**config.mk**
```make
export PLATFORM = sky130hd
export DESIGN_NAME = bramfifo_wrarb
export DESIGN_NICKNAME = d
export VERILOG_FILES = /design/src/rtl/bramfifo_wrarb.sv
export SDC_FILE = /design/constraint.sdc
export NUM_CORES = 1
export LEC_CHECK = 0
export CAP_MARGIN = 20
export CORE_ASPECT_RATIO = 0.7
export CORE_MARGIN = 2
export CORE_UTILIZATION = 30
export DETAILED_ROUTE_END_ITERATION = 10
export PLACE_DENSITY = 0.65
export REMOVE_ABC_BUFFERS = 1
export SETUP_SLACK_MARGIN = 0.5
export SYNTH_ARGS = -nofsm -noshare
export SYNTH_HDL_FRONTEND = slang
export SYNTH_SLANG_ARGS = --single-unit
```
**constraint.sdc**
```tcl
create_clock -name clk -period 3.5 [get_ports clk]
set_clock_uncertainty 0.2 [all_clocks]
set_input_delay 0.7 -clock clk [delete_from_list [all_inputs] [get_ports clk]]
set_output_delay 0.7 -clock clk [all_outputs]
set_load 0.1 [all_outputs]
```
**src/rtl/bramfifo_wrarb.sv**
```systemverilog
// bramfifo_wrarb
//   Round-robin write arbiter that lets REQ_ producers share the single write
//   port of a bramfifo. A producer that wins arbitration keeps the port for up
//   to BURST_ beats, or until it flags the last beat of its packet. Accepted
//   beats are registered and then presented on the FIFO we/din pins.
//
// Ports
//   clk        rising-edge clock
//   rst_       asynchronous reset, active low
//   req_valid  per-requester beat available
//   req_last   per-requester beat ends its packet
//   req_data   per-requester beat, requester i in bits [i*DATA_ +: DATA_]
//   req_ready  per-requester beat accepted this cycle (at most one bit high)
//   grant      one-hot current winner/owner, zero when nobody is granted
//   fifo_fill  FIFO fill level
//   fifo_we    FIFO write enable (registered)
//   fifo_din   FIFO write data (registered, holds when no write)
module bramfifo_wrarb #(
  parameter int DATA_  = 8,
  parameter int ADDR_  = 8,
  parameter int REQ_   = 4,
  parameter int BURST_ = 4
) (
  input  logic                    clk,
  input  logic                    rst_,
  input  logic [REQ_-1:0]         req_valid,
  input  logic [REQ_-1:0]         req_last,
  input  logic [REQ_*DATA_-1:0]   req_data,
  output logic [REQ_-1:0]         req_ready,
  output logic [REQ_-1:0]         grant,
  input  logic [ADDR_:0]          fifo_fill,
  output logic                    fifo_we,
  output logic [DATA_-1:0]        fifo_din
);

  localparam int PW = (REQ_ > 1) ? $clog2(REQ_) : 1;
  localparam int CW = $clog2(BURST_ + 1);
  localparam logic [ADDR_+1:0] DEPTH = (ADDR_ + 2)'(1) << ADDR_;

  typedef enum logic {IDLE, LOCK} state_t;

  state_t          state, state_n;
  logic [PW-1:0]   ptr, ptr_n;
  logic [PW-1:0]   owner, owner_n;
  logic [CW-1:0]   cnt, cnt_n;

  logic [ADDR_+1:0] fill_sum;
  logic             space;
  logic [PW-1:0]    win;
  logic             found;
  logic [PW-1:0]    sel;
  logic             have;
  logic             sel_valid;
  logic             sel_last;
  logic [DATA_-1:0] sel_data;
  logic             accept;

  function automatic logic [PW-1:0] inc_mod(input logic [PW-1:0] v);
    if (int'(v) == REQ_ - 1) return '0;
    return v + 1'b1;
  endfunction

  // The write registered last cycle may not be reflected in fifo_fill yet, so
  // count it as occupied. A concurrent read is deliberately not credited.
  assign fill_sum = {1'b0, fifo_fill} + {{(ADDR_ + 1){1'b0}}, fifo_we};
  assign space    = fill_sum < DEPTH;

  // Rotating priority scan starting at ptr.
  always_comb begin
    win   = '0;
    found = 1'b0;
    for (int k = 0; k < REQ_; k++) begin
      int idx;
      idx = int'(ptr) + k;
      if (idx >= REQ_) idx = idx - REQ_;
      if (!found && req_valid[PW'(idx)]) begin
        found = 1'b1;
        win   = PW'(idx);
      end
    end
  end

  // In LOCK the owner stays granted even when its valid drops, so the release
  // decision below can see it.
  always_comb begin
    sel       = (state == LOCK) ? owner : win;
    have      = (state == LOCK) ? 1'b1 : found;
    sel_valid = 1'b0;
    sel_last  = 1'b0;
    sel_data  = '0;
    for (int k = 0; k < REQ_; k++) begin
      if (PW'(k) == sel) begin
        sel_valid = req_valid[k];
        sel_last  = req_last[k];
        sel_data  = req_data[k*DATA_ +: DATA_];
      end
    end
  end

  // Outputs are gated by rst_ so they drop immediately on reset assertion.
  assign accept = rst_ && have && sel_valid && space;

  always_comb begin
    grant     = '0;
    req_ready = '0;
    for (int k = 0; k < REQ_; k++) begin
      grant[k]     = rst_ && have && (PW'(k) == sel);
      req_ready[k] = accept && (PW'(k) == sel);
    end
  end

  always_comb begin
    state_n = state;
    ptr_n   = ptr;
    owner_n = owner;
    cnt_n   = cnt;
    case (state)
      IDLE: begin
        if (accept) begin
          if (sel_last || BURST_ == 1) begin
            ptr_n = inc_mod(win);
          end else begin
            state_n = LOCK;
            owner_n = win;
            cnt_n   = CW'(1);
          end
        end
      end
      LOCK: begin
        if (!sel_valid) begin
          state_n = IDLE;
          ptr_n   = inc_mod(owner);
          cnt_n   = '0;
        end else if (accept) begin
          if (sel_last || (int'(cnt) + 1 == BURST_)) begin
            state_n = IDLE;
            ptr_n   = inc_mod(owner);
            cnt_n   = '0;
          end else begin
            cnt_n = cnt + 1'b1;
          end
        end
      end
      default: state_n = IDLE;
    endcase
  end

  always_ff @(posedge clk or negedge rst_) begin
    if (!rst_) begin
      state <= IDLE;
      ptr   <= '0;
      owner <= '0;
      cnt   <= '0;
    end else begin
      state <= state_n;
      ptr   <= ptr_n;
      owner <= owner_n;
      cnt   <= cnt_n;
    end
  end

  // Write stage: handshake at edge k lands on the FIFO pins after edge k.
  always_ff @(posedge clk or negedge rst_) begin
    if (!rst_) begin
      fifo_we  <= 1'b0;
      fifo_din <= '0;
    end else begin
      fifo_we <= accept;
      if (accept) fifo_din <= sel_data;
    end
  end

endmodule

```
# Word level (Yosys, flattened, before mapping)
# Index checks and enable logic that the tools add are counted.
[classes]
n_addsub = 12
magnitude_cmp = 9
n_eq_ne = 11
mux = 72
n_bitwise = 2
n_reduce_logical = 22
[ops]
columns = ["cell", "count"]
rows = [
  ["2-to-1 mux 2 bit", 19],
  ["2-to-1 mux 1 bit", 37],
  ["2-to-1 mux 8 bit", 4],
  ["< comparator 2 x 4 -> 1 bit, second input constant", 4],
  ["2-to-1 mux 3 bit", 5],
  ["logical AND 1 bit", 14],
  ["adder 9 x 1 -> 10 bit", 1],
  ["< comparator 10 x 9 -> 1 bit, second input constant", 1],
  ["greater-or-equal comparator 3 bit, second input constant", 3],
  ["binary-select mux 1 bit (select 2 bit)", 4],
  ["subtractor 2 x 1 -> 2 bit, second input constant", 4],
  ["adder 2 x 2 -> 3 bit, second input constant", 2],
  ["!= test 2 bit, second input constant", 3],
  ["!= test 3 x 2 -> 1 bit, second input constant", 2],
  ["one-hot mux 3 bit (2 select lines)", 1],
  ["AND reduction 3 bit", 2],
  ["adder 2 x 1 -> 2 bit, second input constant", 2],
  ["adder 3 x 1 -> 4 bit, second input constant", 1],
  ["equality test 2 x 1 -> 1 bit, second input constant", 2],
  ["equality test 2 bit, first input constant", 2],
  ["equality test 4 x 3 -> 1 bit, second input constant", 1],
  ["one-hot mux 2 bit (2 select lines)", 1],
  ["AND reduction 4 bit", 1],
  ["adder 2 x 1 -> 3 bit, second input constant", 1],
  ["8 further kinds", 11],
]
[totals]
reg_bits = 17
input_bits = 51
output_inout_bits = 17
wordCells = 134

# Longest topological paths before layout
[depth]
depth_word = 31
ltp_mapped = 10
mapped_depth_nobuf = 8

# Least setup slack after synthesis
# No wires, ideal clock.
[synth_timing]
kind = "input port to output port"
startpoint = "input port req_valid[0]"
endpoint = "output port grant[1]"
arrival_ns = 4.284
t_required_ns = 2.600
path_slack_ns = -1.684
cell_stages = 7
path_buffers = 1
cell_sequence = "a21oi_1 -> o21a_1 -> o22ai_1 -> nor2_1 -> a21oi_2 -> clkbuf_1 -> nor3b_1"
[synth_between]
elab_chain_len = 16
elab_cells_between_ends = 31
classes_between = "1 x eq/ne; 22 x mux; 8 x reduce/logical"
[synth_lines]
columns = ["item", "line_no", "rtl"]
rows = [
  ["from (decl)", "26", "input logic [REQ_-1:0] req_valid,"],
  ["binary-select mux 1 bit (select 2 bit)", "76", "if (!found && req_valid[PW'(idx)]) begin"],
  ["2-to-1 mux 1 bit (implied by the code) (2 in series)", "76", ""],
  ["2-to-1 mux 1 bit", "76", ""],
  ["zero test 1 bit", "76", ""],
  ["logical AND 1 bit", "76", ""],
  ["2-to-1 mux 1 bit", "76", ""],
  ["zero test 1 bit", "76", ""],
  ["logical AND 1 bit", "76", ""],
  ["2-to-1 mux 1 bit", "76", ""],
  ["zero test 1 bit", "76", ""],
  ["logical AND 1 bit", "76", ""],
  ["2-to-1 mux 2 bit or 2-to-1 mux 1 bit (tied branches)", "76", ""],
  ["2-to-1 mux 2 bit or 2-to-1 mux 1 bit (tied branches)", "86, 87", ""],
  ["equality test 1 x 2 -> 1 bit or logical AND 1 bit (tied branches)", "107", "grant[k] = rst_ && have && (PW'(k) == sel);"],
  ["logical AND 1 bit (*)", "107", ""],
  ["to (decl)", "30", "output logic [REQ_-1:0] grant,"],
]
# Every way passes the cells marked *; elsewhere a longest branch is shown, timed or not. The select of a mux whose other input is x is not followed.

# Worst setup path after layout
[layout_timing]
startpoint = "input port req_valid[0]"
endpoint = "output port req_ready[2]"
[layout_between]
elab_chain_len = 22
elab_cells_between_ends = 40
classes_between = "3 x eq/ne; 26 x mux; 11 x reduce/logical"
[layout_lines]
columns = ["item", "line_no", "rtl"]
rows = [
  ["binary-select mux 1 bit (select 2 bit)", "76", ""],
  ["2-to-1 mux 1 bit (implied by the code) (2 in series)", "76", ""],
  ["2-to-1 mux 1 bit", "76", ""],
  ["zero test 1 bit", "76", ""],
  ["logical AND 1 bit", "76", ""],
  ["2-to-1 mux 1 bit", "76", ""],
  ["zero test 1 bit", "76", ""],
  ["logical AND 1 bit", "76", ""],
  ["2-to-1 mux 1 bit", "76", ""],
  ["zero test 1 bit", "76", ""],
  ["logical AND 1 bit", "76", ""],
  ["2-to-1 mux 2 bit", "76", ""],
  ["2-to-1 mux 2 bit", "86", "sel = (state == LOCK) ? owner : win;"],
  ["zero test 2 bit", "92", "if (PW'(k) == sel) begin"],
  ["2-to-1 mux 1 bit (4 in series)", "92", ""],
  ["logical AND 1 bit (2 in series)", "101", "assign accept = rst_ && have && sel_valid && space;"],
  ["logical AND 1 bit (*)", "108", "req_ready[k] = accept && (PW'(k) == sel);"],
  ["to (decl)", "29", "output logic [REQ_-1:0] req_ready,"],
]
# Marks and branches as above.

==> results.toml <==
[status]
status = "finished clean"

[cells_and_area]
final_nets = 303
area_growth_pct = 91.8
post-route-util_pct = 60.6
diodes = 0
stdcell_count = 304
drive_above_1_share_pct = 41.8

[logic_synthesis]
synth_top_family_by_area = "multiplexers"
netlist_area_um2 = 1380
ys_top_cells_by_area = "dfrtp_1 (31%), mux2i_1 (20%), mux2_2 (6.5%)"
synth_most_common_cell = "mux2i_1"
synth_top_cell_area_share_pct = 30.7
synthSimpleGateAreaFrac_pct = 17.6
synth.largest_area_cell = "dfrtp_1"
ys_ff_latch = 17
post_synth_fa_ha_maj_area_fraction_pct = 1.81
synth.area.mux_share_pct = 28.9
ys_types = 42
synth_xor_area_share_pct = 0.633
synth-warning-count = 0
postSynthAreaPerCell_um2 = 9.35
synth_cells = 148
synthTopCellsByCount = "mux2i_1 (28), dfrtp_1 (17), nand2_1 (10), nor2_1 (9)"
synthFlopType = "dfrtp_1"
synth_edf_count = 0
synth-compound-area-share_pct = 15.9
synthArstFlopShare_pct = 100
synth-seq-area-share_pct = 30.7

[timing]
rsz0062_at_grt = "yes"
worstMarginPinSlew_ns = 0.471
timing.final.crit_share_pct = 92.8
clock.fmax_mhz = 308
post-route-min-period_ns = 3.25
hold_viol = 0
setup_viol = 0
slew_viol_final = 0
slew_headroom_pct = 68.3

[critical_path]
worst_ep_required_time_ns = 2.60
endpoint = "req_ready[2]"
worstRegToRegCells = 10
crit_path_start = "req_valid[0]"
rr_endpoint = "ptr[1]$_DFFE_PN0P_"
critPathMaxFanout = 4
reg2reg_from = "ptr[1]$_DFFE_PN0P_"
worst_setup_path_end_kind = "output pin"
start_kind = "primary input"
criticalPathCategory = "primary input to output pin"
rrSetupSlack_ns = 0.63
worstPathArrival_ns = 2.35

[route]
vias = 1497
drc = 0
wl_per_cell_um = 15.0
dr.first_iter.drc_count = 81
met2WireLength_um = 1990
wirelength_um = 4560
vias_per_cell = 4.92
drtAntennaViolNets = 0
top_layer = "met4"
drt_pass1_iterations = 4
wl_met1_um = 2240
dr_wl_met3_um = 297

[clock_tree]
cts_buffers = 3
cts-root-buf = "clkbuf_8"
clock-sinks = 17
cts_tree = "done"
cts.clk_slew.worst_paths_ns = 0.07
clkLatencyLatePin_ns = 0.25
cts_max_level = 1
clockBufferDepth = 2

[power_and_ir_drop]
power_leakage_nw = 1.18
power.total_mw = 2.27
powerDensity_nw_per_um2 = 854
vdd_drop_max_v = 0.000531

[floorplanning]
die_w_um = 85.2
pin_count = 68
start_util_pct = 31.6
dieArea_um2 = 5180
rows = 20
dieHeight_um = 60.8
coreArea_um2 = 4380

[global_route]
antenna_found_initial = 0
track_usage_pct = 17.9
first_global_vias = 1463
grt_max_degree = 18
grt_pass1_wl_um = 7180
overflow = 0

[job]
cap_violations = 0

[placed_design]
place_congestion = 0.876
place_hpwl_um = 3390
dpl.cell_count = 290
io_buffers = 67

[min_path]
hp-class = "flip-flop to flip-flop"
cell type report:
cell class                 instances  area [µm²]
fill                             371        1730
multi-input combinational        116        1060
timing repair buffer             106        1030
sequential                        17         427
tap                               55        68.8
clock buffer                       3        41.3
inverter                           6        22.5
clock inverter                     1        5.00
sequential cells by signal, summed over array words and instances, names as in the netlist:
register,cells
fifo_we,1
fifo_din,8
state,1
owner,2
ptr,2
cnt,3
routing by layer:
layer  global-route usage, %  up-vias
li1                        -      747
met1                    25.0      691
met2                    29.0       52
met3                    4.35        7
met4                    2.72        0
met5                       0        -
what timing repair did:
action / CTS / global route
buffers inserted: 8 / 2
setup endpoints to repair: 24 / 8
resized for setup: 50 / 9
pin swaps: 14 / 9
hold buffers: 0 / 0
cells in the final DEF (no fill, tap or decap), types with 6 or more instances in the layout:
master,synthesis,final
nand2_1,10,8
clkdlybuf4s50_1,0,45
buf_6,0,7
buf_4,0,43
mux2i_1,28,27
mux2_2,8,8
dfrtp_1,17,16
buf_12,0,8
inv_1,6,6
a21oi_1,8,6
stage by stage:
step / hold slack, ns / setup WS, ns / area (µm²) / TNS, ns
final: 0.302 / 0.250 / 2650 / 0
after global routing: 0.320 / 0.174 / 2650 / 0
after CTS: 0.302 / 0.300 / 2600 / 0
after detailed placement: 0.277 / -0.358 / 2360 / -1.86
after global placement: 0.282 / -0.298 / 2360 / -1.49
after floorplan: 0.204 / -1.74 / 1350 / -7.17
power breakdown:
group / internal (mW) / leakage (nW) / switching (mW) / total [mW]
sequential: 0.288 / 0.203 / 0.0933 / 0.381
clock: 0.0791 / 0.0255 / 0.0702 / 0.149
combinational: 0.722 / 0.952 / 1.01 / 1.74
cells by family (layout without fill, tap and decap cells):
| group | count (synthesis) | after routing |
|---|---|---|
| muxes | 38 | 38 |
| buffers and inverters | 15 | 116 |
| xor gates and xnor gates | 1 | 1 |
| AOI/OAI and AO/OA | 30 | 30 |
| and+or+nand+nor | 45 | 45 |
| DFF | 17 | 17 |
| adders and majority gates | 2 | 2 |
critical path: stages:
cell and delay, ns:
buf_6 0.11, mux2i_4 0.14, nor2_2 0.07, or3_4 0.35
o31ai_4 0.29, a22oi_4 0.13, nor2_4 0.16, nand2_2 0.09
nor2_4 0.11, buf_12 0.18
how the worst min path moves through the flow:
stage,startpoint,to,depth (start not counted),slack (ns)
2_1_floorplan,rst_,cnt[0]$_DFFE_PN0P_,0,0.20
3_3_place_gp,cnt[2]$_DFFE_PN0P_,cnt[2]$_DFFE_PN0P_,1,0.28
3_5_place_dp,cnt[2]$_DFFE_PN0P_,cnt[2]$_DFFE_PN0P_,1,0.28
4_1_cts,cnt[2]$_DFFE_PN0P_,cnt[2]$_DFFE_PN0P_,1,0.30
5_1_grt,cnt[2]$_DFFE_PN0P_,cnt[2]$_DFFE_PN0P_,1,0.32
6_report,cnt[2]$_DFFE_PN0P_,cnt[2]$_DFFE_PN0P_,1,0.30
Power figures use the tool's default switching activity.
